<file path="config.mk">
export PLATFORM = sky130hd
export DESIGN_NAME = pll_lock_supervisor_flat
export DESIGN_NICKNAME = d
export VERILOG_FILES = /design/src/rtl/pll_lock_supervisor_if.sv /design/src/rtl/pll_lock_supervisor.sv /design/src/flat_wrapper.sv
export SDC_FILE = /design/constraint.sdc
export NUM_CORES = 1
export LEC_CHECK = 0
export CAP_MARGIN = 10
export CORE_ASPECT_RATIO = 0.5
export CORE_MARGIN = 10
export CORE_UTILIZATION = 58
export CTS_BUF_LIST = sky130_fd_sc_hd__clkbuf_2
export DETAILED_ROUTE_END_ITERATION = 16
export PLACE_DENSITY = 0.82
export SETUP_SLACK_MARGIN = 0.05
export SYNTH_ARGS = -nofsm -noshare
export SYNTH_HDL_FRONTEND = slang
export SYNTH_SLANG_ARGS = --single-unit
</file>
<file path="constraint.sdc">
create_clock -name clock_in -period 1.95 [get_ports clock_in]
set_input_delay 0.195 -clock clock_in [delete_from_list [all_inputs] [get_ports clock_in]]
set_output_delay 0.195 -clock clock_in [all_outputs]
set_load 0.005 [all_outputs]
</file>
<file path="src/rtl/pll_lock_supervisor_if.sv">
// Status/control bundle between the PLL lock supervisor and the surrounding top level.
// The master side drives restart and carries LOCK in from the PLL; the supervisor is the slave.
interface pll_lock_supervisor_if;
  logic       restart;
  logic       pll_locked;
  logic       pll_resetb;
  logic       sys_rst_n;
  logic       pll_ready;
  logic       fault;
  logic [1:0] retry_count;
  logic [7:0] unlock_count;

  modport master (
    output restart, pll_locked,
    input  pll_resetb, sys_rst_n, pll_ready, fault, retry_count, unlock_count
  );

  modport slave (
    input  restart, pll_locked,
    output pll_resetb, sys_rst_n, pll_ready, fault, retry_count, unlock_count
  );
endinterface

</file>
<file path="src/rtl/pll_lock_supervisor.sv">
// Brings up the SB_PLL40 from the 12 MHz reference: pulses RESETB, waits for a stable LOCK,
// then releases the fast-domain reset; retries on timeout or lock loss, faulting after MAX_RETRIES.
module pll_lock_supervisor #(
  parameter int RESET_CYCLES  = 16,
  parameter int LOCK_TIMEOUT  = 1200,
  parameter int STABLE_CYCLES = 120,
  parameter int MAX_RETRIES   = 3,
  parameter int CNT_W         = 16
) (
  input  logic                   clock_in,
  input  logic                   reset_n,
  pll_lock_supervisor_if.slave   bus
);

  typedef enum logic [2:0] {
    PLL_RST   = 3'd0,
    WAIT_LOCK = 3'd1,
    STABLE    = 3'd2,
    RUN       = 3'd3,
    FAULT     = 3'd4
  } state_t;

  // Attempt counter is wide enough for MAX_RETRIES; the port view saturates at 3.
  localparam int RW = ($clog2(MAX_RETRIES + 1) < 2) ? 2 : $clog2(MAX_RETRIES + 1);

  localparam logic [CNT_W-1:0] RESET_LAST   = CNT_W'(RESET_CYCLES - 1);
  localparam logic [CNT_W-1:0] TIMEOUT_LAST = CNT_W'(LOCK_TIMEOUT - 1);
  localparam logic [CNT_W-1:0] STABLE_LAST  = CNT_W'(STABLE_CYCLES - 1);
  localparam logic [RW-1:0]    RETRY_LIMIT  = RW'(MAX_RETRIES);

  logic             lk_meta;
  logic             lk;
  state_t           state;
  state_t           state_nxt;
  logic [CNT_W-1:0] timer;
  logic [CNT_W-1:0] timer_nxt;
  logic [RW-1:0]    attempts;
  logic [RW-1:0]    attempts_nxt;
  logic [7:0]       unlock_nxt;

  // LOCK comes straight from the PLL analog block, so it is resynchronised before use.
  // NOTE: sequential state always uses non-blocking assignments so every flop samples pre-edge values.
  always_ff @(posedge clock_in or negedge reset_n) begin
    if (!reset_n) begin
      lk_meta <= 1'b0;
      lk      <= 1'b0;
    end else begin
      lk_meta <= bus.pll_locked;
      lk      <= lk_meta;
    end
  end

  // NOTE: every variable gets a default at the top of the block so no path can infer a latch.
  always_comb begin
    state_nxt    = state;
    timer_nxt    = timer + CNT_W'(1);
    attempts_nxt = attempts;
    unlock_nxt   = bus.unlock_count;

    case (state)
      PLL_RST: begin
        if (timer == RESET_LAST) state_nxt = WAIT_LOCK;
      end
      WAIT_LOCK: begin
        // A lock seen on the expiry cycle still counts as a lock.
        if (lk) begin
          state_nxt = STABLE;
        end else if (timer == TIMEOUT_LAST) begin
          attempts_nxt = attempts + RW'(1);
          state_nxt    = (attempts_nxt == RETRY_LIMIT) ? FAULT : PLL_RST;
        end
      end
      STABLE: begin
        // Any dropout restarts the stability window, even on its final cycle.
        if (!lk) begin
          state_nxt = WAIT_LOCK;
        end else if (timer == STABLE_LAST) begin
          state_nxt    = RUN;
          attempts_nxt = '0;
        end
      end
      RUN: begin
        timer_nxt = '0;
        if (!lk) begin
          if (bus.unlock_count != 8'hFF) unlock_nxt = bus.unlock_count + 8'd1;
          state_nxt = PLL_RST;
        end
      end
      FAULT: begin
        timer_nxt = '0;
      end
      default: begin
        state_nxt = PLL_RST;
      end
    endcase

    if (bus.restart) begin
      state_nxt    = PLL_RST;
      attempts_nxt = '0;
    end

    if (bus.restart || (state_nxt != state)) timer_nxt = '0;
  end

  // Outputs decode the next state so they change on the same edge as the state itself.
  always_ff @(posedge clock_in or negedge reset_n) begin
    if (!reset_n) begin
      state            <= PLL_RST;
      timer            <= '0;
      attempts         <= '0;
      bus.retry_count  <= 2'd0;
      bus.unlock_count <= 8'd0;
      bus.pll_resetb   <= 1'b0;
      bus.sys_rst_n    <= 1'b0;
      bus.pll_ready    <= 1'b0;
      bus.fault        <= 1'b0;
    end else begin
      state            <= state_nxt;
      timer            <= timer_nxt;
      attempts         <= attempts_nxt;
      bus.retry_count  <= (int'(attempts_nxt) > 3) ? 2'd3 : attempts_nxt[1:0];
      bus.unlock_count <= unlock_nxt;
      bus.pll_resetb   <= (state_nxt == WAIT_LOCK) || (state_nxt == STABLE) || (state_nxt == RUN);
      bus.sys_rst_n    <= (state_nxt == RUN);
      bus.pll_ready    <= (state_nxt == RUN);
      bus.fault        <= (state_nxt == FAULT);
    end
  end

endmodule

</file>
<file path="src/flat_wrapper.sv">
// flat-port wrapper written by rule: the top's interface ports become plain ports
module pll_lock_supervisor_flat 
#(
  parameter int RESET_CYCLES  = 16,
  parameter int LOCK_TIMEOUT  = 1200,
  parameter int STABLE_CYCLES = 120,
  parameter int MAX_RETRIES   = 3,
  parameter int CNT_W         = 16
)
  (clock_in, reset_n, bus_restart, bus_pll_locked, bus_pll_resetb, bus_sys_rst_n, bus_pll_ready, bus_fault, bus_retry_count, bus_unlock_count);
  pll_lock_supervisor_if bus_i ();
  input  logic clock_in;
  input  logic reset_n;
  input wire logic [$bits(bus_i.restart)-1:0] bus_restart;
  input wire logic [$bits(bus_i.pll_locked)-1:0] bus_pll_locked;
  output wire logic [$bits(bus_i.pll_resetb)-1:0] bus_pll_resetb;
  output wire logic [$bits(bus_i.sys_rst_n)-1:0] bus_sys_rst_n;
  output wire logic [$bits(bus_i.pll_ready)-1:0] bus_pll_ready;
  output wire logic [$bits(bus_i.fault)-1:0] bus_fault;
  output wire logic [$bits(bus_i.retry_count)-1:0] bus_retry_count;
  output wire logic [$bits(bus_i.unlock_count)-1:0] bus_unlock_count;
  assign bus_i.restart = bus_restart;
  assign bus_i.pll_locked = bus_pll_locked;
  assign bus_pll_resetb = bus_i.pll_resetb;
  assign bus_sys_rst_n = bus_i.sys_rst_n;
  assign bus_pll_ready = bus_i.pll_ready;
  assign bus_fault = bus_i.fault;
  assign bus_retry_count = bus_i.retry_count;
  assign bus_unlock_count = bus_i.unlock_count;
  pll_lock_supervisor #(.RESET_CYCLES(RESET_CYCLES), .LOCK_TIMEOUT(LOCK_TIMEOUT), .STABLE_CYCLES(STABLE_CYCLES), .MAX_RETRIES(MAX_RETRIES), .CNT_W(CNT_W)) u_core (.clock_in(clock_in), .reset_n(reset_n), .bus(bus_i));
endmodule
</file>
# == After elaboration in Yosys (flattened, before gate mapping) ==
# Cells that the tools add are included.
# classes
muxes,17
eq_ne,18
n_reduce_logical,8
n_addsub,3
bitwise_logic,1
# ops
operator,count
16-bit two-way mux,2
3-bit two-way mux,8
16-bit by 1-bit adder with 16-bit output (second input constant),1
16-bit by 11-bit equality test with 1-bit output (second input constant),1
16-bit by 4-bit equality test with 1-bit output (second input constant),1
16-bit by 7-bit equality test with 1-bit output (second input constant),1
3-bit case mux with 5 select lines,1
3-bit by 2-bit equality test with 1-bit output (second input constant),4
2-bit two-way mux,5
3-bit by 2-bit != test with 1-bit output (second input constant),3
8-bit by 1-bit adder with 8-bit output (second input constant),1
8-bit != test (second input constant),1
3-bit by 1-bit equality test with 1-bit output (second input constant),2
3-bit equality test (second input constant),2
5-bit AND reduction,1
2-bit case mux with 2 select lines,1
3-bit logical NOT,1
1-bit logical OR,3
3-bit != test,1
3-bit != test (second input constant),1
3-bit AND reduction,1
3-bit nonzero test,1
2-bit by 1-bit adder with 2-bit output (second input constant),1
2-bit equality test (second input constant),1
other kinds (2),2
# word_totals
input_bits,4
output_inout_bits,14
wordCells,56
register_bits,34

# == Logic depth before layout (Yosys ltp) ==
# Gate-level depths: netlist of run 1.
# depth
word_depth,10
mapped_depth,7

# == Worst setup path before layout of run 1 ==
# No wires, ideal clock.
# synth_path
kind,register -> register
startpoint,register u_core.timer[0]
endpoint,register u_core.timer[10]
period_less_slack_ns,1.679
setup_slack_ns,0.271
setup_time_ns,0.071
stages_incl_launch_ff,8
t_required_ns,1.879
arrival_ns,1.608
n_path_buf,1
cell_sequence,dfrtp_1 > ha_1 > and3_1 > nand2_1 > o32ai_2 > o31a_2 > buf_6 > nor2_1
# synth_between
elab_chain_cells,8
word_cells_on_any_way,15
cone_classes,add/sub (1); eq/ne (4); mux (9); reduce/logical (1)
# synth_rtl
element,line_no,text
start: declaration,pll_lock_supervisor.sv:35,logic [CNT_W-1:0] timer;
start signal: assignment,pll_lock_supervisor.sv:119,timer <= timer_nxt;
16-bit by 7-bit equality test with 1-bit output or 16-bit by 11-bit equality test with 1-bit output (tied branches),"pll_lock_supervisor.sv:77, pll_lock_supervisor.sv:68",
"3-bit two-way mux, on equally long branches","pll_lock_supervisor.sv:77, pll_lock_supervisor.sv:68",
"3-bit two-way mux, on equally long branches","pll_lock_supervisor.sv:75, pll_lock_supervisor.sv:66",
3-bit case mux with 5 select lines,pll_lock_supervisor.sv:60,case (state)
3-bit two-way mux,pll_lock_supervisor.sv:97,if (bus.restart) begin
3-bit != test,pll_lock_supervisor.sv:102,if (bus.restart || (state_nxt != state)) timer_nxt = '0;
1-bit logical OR,pll_lock_supervisor.sv:102,
16-bit two-way mux (*),pll_lock_supervisor.sv:102,
named net u_core.timer_nxt[10],pll_lock_supervisor.sv:36,logic [CNT_W-1:0] timer_nxt;
# The timed path passes the listed nets; every way through them passes the cells marked *.
# A chain may end at the register's enable or synchronous reset.

# == Final worst setup path of run 1 ==
# layout_path
startpoint,register u_core.timer[13]
endpoint,register u_core.timer[13]
# The elaborated chain is that of the path after synthesis.

==> run metrics, run 1 <==
status=completed; Mapped Area=1650 µm²; final max-slew violation count=0; layout cell share with drive strength beyond 1=14.8%; FFs w/ async S/R, synth=100%; Layout area overhead=23.5%; Worst-path clk slew=0.16 ns; overall power=1.09 mW; drt wl/cell=15.7 µm; GRT overflow=0; LEAKAGE=0.886 nW; WP data required=2.24 ns; DIE HEIGHT=57.7 µm; reg-to-reg critical path startpoint=u_core.timer[13]; Worst R2R Path Depth=5; worst slew pin tran=0.519 ns; Critical Path Sink Type=flip-flop; routability cong.=0.834; post-route ant nets=0; Yosys cell types=31; total routed wirelength=3660 µm; slew margin rel.=65.1%; first-pass GRT wire length=5620 µm; Ports=18; crit path launch=u_core.timer[13]; Crit Path Class=reg -> reg; pwr dens=534 nW/µm²; share of the synthesized area in the top cell type=51.6%; setup tns final=0 ns; crit path DAT=2.14 ns; commonest cells in the netlist=34 x dfrtp_1, 32 x nor2_1, 11 x nand2_1, 11 x xnor2_1; Initial Utilization=62.2%; Final HPWL DP=2400 µm; Yosys reg bits=34; max_cap viols=0; VDD IR max=0.389 mV; vias in the first global route=1,239; final setup vio count=0; GRT Total Usage=12.9%; TritonCTS Sinks=34; Clock Path Buffers=2; CTS tree=built; largest cells by area after synthesis=dfrtp_1 52%, nor2_1 7.3%, xnor2_1 5.8%; Top FF cell, synth=dfrtp_1; Ys Warns=0; Final Hold Vio Count=0; number of port buffers=17; Via Count=1,304; Hold/Removal Path Class=in -> async; post-synth net total=170; largest net degree at the start of global routing=35; CORE AREA=2650 µm²; fill count=174; worst clock skew=0.0135 ns; Synth Instances=163; drt pass-1 iters=4; diodes inserted=0; hold buffers post-CTS=0; Worst-Skew Late Latency=0.39 ns; fin crit share=95.0%; DIE AREA=5500 µm²; CP startpoint kind=flip-flop; initial DRC count=82; depth of the CTS H-tree=2; Clock Root Buffer=clkbuf_2; final worst path period need=1.85 ns; sequential area share after synthesis=51.6%; internal reg-to-reg setup slack=0.1 ns; Via density=5.60; FP Rows=13; Crit Path Max Fanout=8; RSZ-0062 raised after global routing=false; Post-synth EDFFs=0; Synth Area per Inst=10.1 µm²; die width=95.4 µm; Num CTS Buffers=5; most common cell in the netlist=dfrtp_1; # DRC=0; layout net count=202; fmax=0.540 GHz; post-synth top area cell=dfrtp_1; initial antenna violation count=0
[flip-flops by register name (all words and copies together), names as in the netlist]
name and flops:
u_core.lk 1, u_core.timer 16, u_core.bus.fault 1, u_core.bus.retry_count 2
u_core.bus.pll_resetb 1, u_core.bus.sys_rst_n 1, u_core.lk_meta 1, u_core.bus.unlock_count 8
u_core.state 3
[cell usage in the layout (no fill, tap or decap), types with 2 or more instances in the layout]
| master | count |
|---|---|
| dfrtp_1 | 34 |
| nor2_1 | 32 |
| clkdlybuf4s50_1 | 17 |
| nand2_1 | 11 |
| xnor2_1 | 11 |
| nand4_1 | 10 |
| xor2_1 | 10 |
| buf_4 | 9 |
| nand3_1 | 8 |
| inv_1 | 7 |
| nor3_1 | 7 |
| clkbuf_2 | 6 |
| o21ai_0 | 3 |
| o32ai_4 | 2 |
| and3_1 | 2 |
| o31a_4 | 2 |
| nor2b_1 | 2 |
| mux2i_1 | 2 |
| ha_1 | 2 |
[cell type report]
type                       instances  area, µm²  area share (%)
inverter                           7       26.3            1.29
tap                               37       46.3            2.27
clock inverter                     2       8.76           0.430
timing repair buffer              26        238            11.7
sequential                        34        851            41.8
clock buffer                       6       30.0            1.48
multi-input combinational        121        836            41.1
[worst max-delay path: stages, from the launching register on]
cell      delay, ns
dfrtp_1        0.44
nor4_2         0.42
nand2b_2       0.23
o32ai_4        0.35
o31a_4         0.24
nor2_1         0.07
[path summary, 6_finish.rpt]
kind,endpoint
max,u_core.timer[13]
min,u_core.bus.unlock_count[7]
max in group asynchronous,u_core.timer[13]
min in group clock_in,u_core.lk_meta
min reg2reg,u_core.lk
max reg2reg,u_core.timer[13]
[what timing repair did]
item,in CTS,in global routing
resized for setup,0,12
endpoints found under the setup margin,0,21
endpoints found under the hold margin,0,0
buffers inserted,0,5
[cells by family after synthesis]
| group | synth area share, % |
|---|---|
| adder cells (fa/ha/maj) | 2.28 |
| flip-flops | 51.6 |
| buffers and inverters | 2.73 |
| AO/OA/AOI/OAI | 4.56 |
| multiplexers | 1.21 |
| AND/OR/NAND/NOR | 26.4 |
| XOR/XNOR | 11.2 |
[power by group]
group | total, mW | internal, mW | switching [mW]
registers | 0.721 | 0.713 | 0.00783
clock network | 0.317 | 0.0879 | 0.229
logic | 0.0496 | 0.0198 | 0.0298
total | 1.09 | 0.820 | 0.267
[through the flow]
step                      setup slack, ns  instances  hold slack (ns)  utilization, %  instance area [µm²]
after floorplan                     0.271        163           -0.101               -                 1650
after global placement             0.0948        219            0.333            70.7                 1880
after detailed placement           0.0421        219            0.340            70.7                 1880
after CTS                          0.0523        227            0.195            72.2                 1910
after global routing               0.0220        233            0.220            76.8                 2040
final                              0.0980        233            0.192            76.8                 2040
[metal layers]
| layer | track usage [%] | wire (µm) | vias up |
|---|---|---|---|
| met4 | 4.59 | 41 | 0 |
| met3 | 5.65 | 267 | 4 |
| met5 | 0 | 0 | - |
| met2 | 20.4 | 1720 | 46 |
| met1 | 15.5 | 1630 | 626 |
| li1 | - | - | 628 |
No activity file was read; power rests on OpenSTA's default activity.
==> run 2, diff against run 1 <==
Settings changed: SLEW_MARGIN from default to 10.
==> results of run 2 <==
No change in the layout: final DEF, timing and power equal those of run 1.
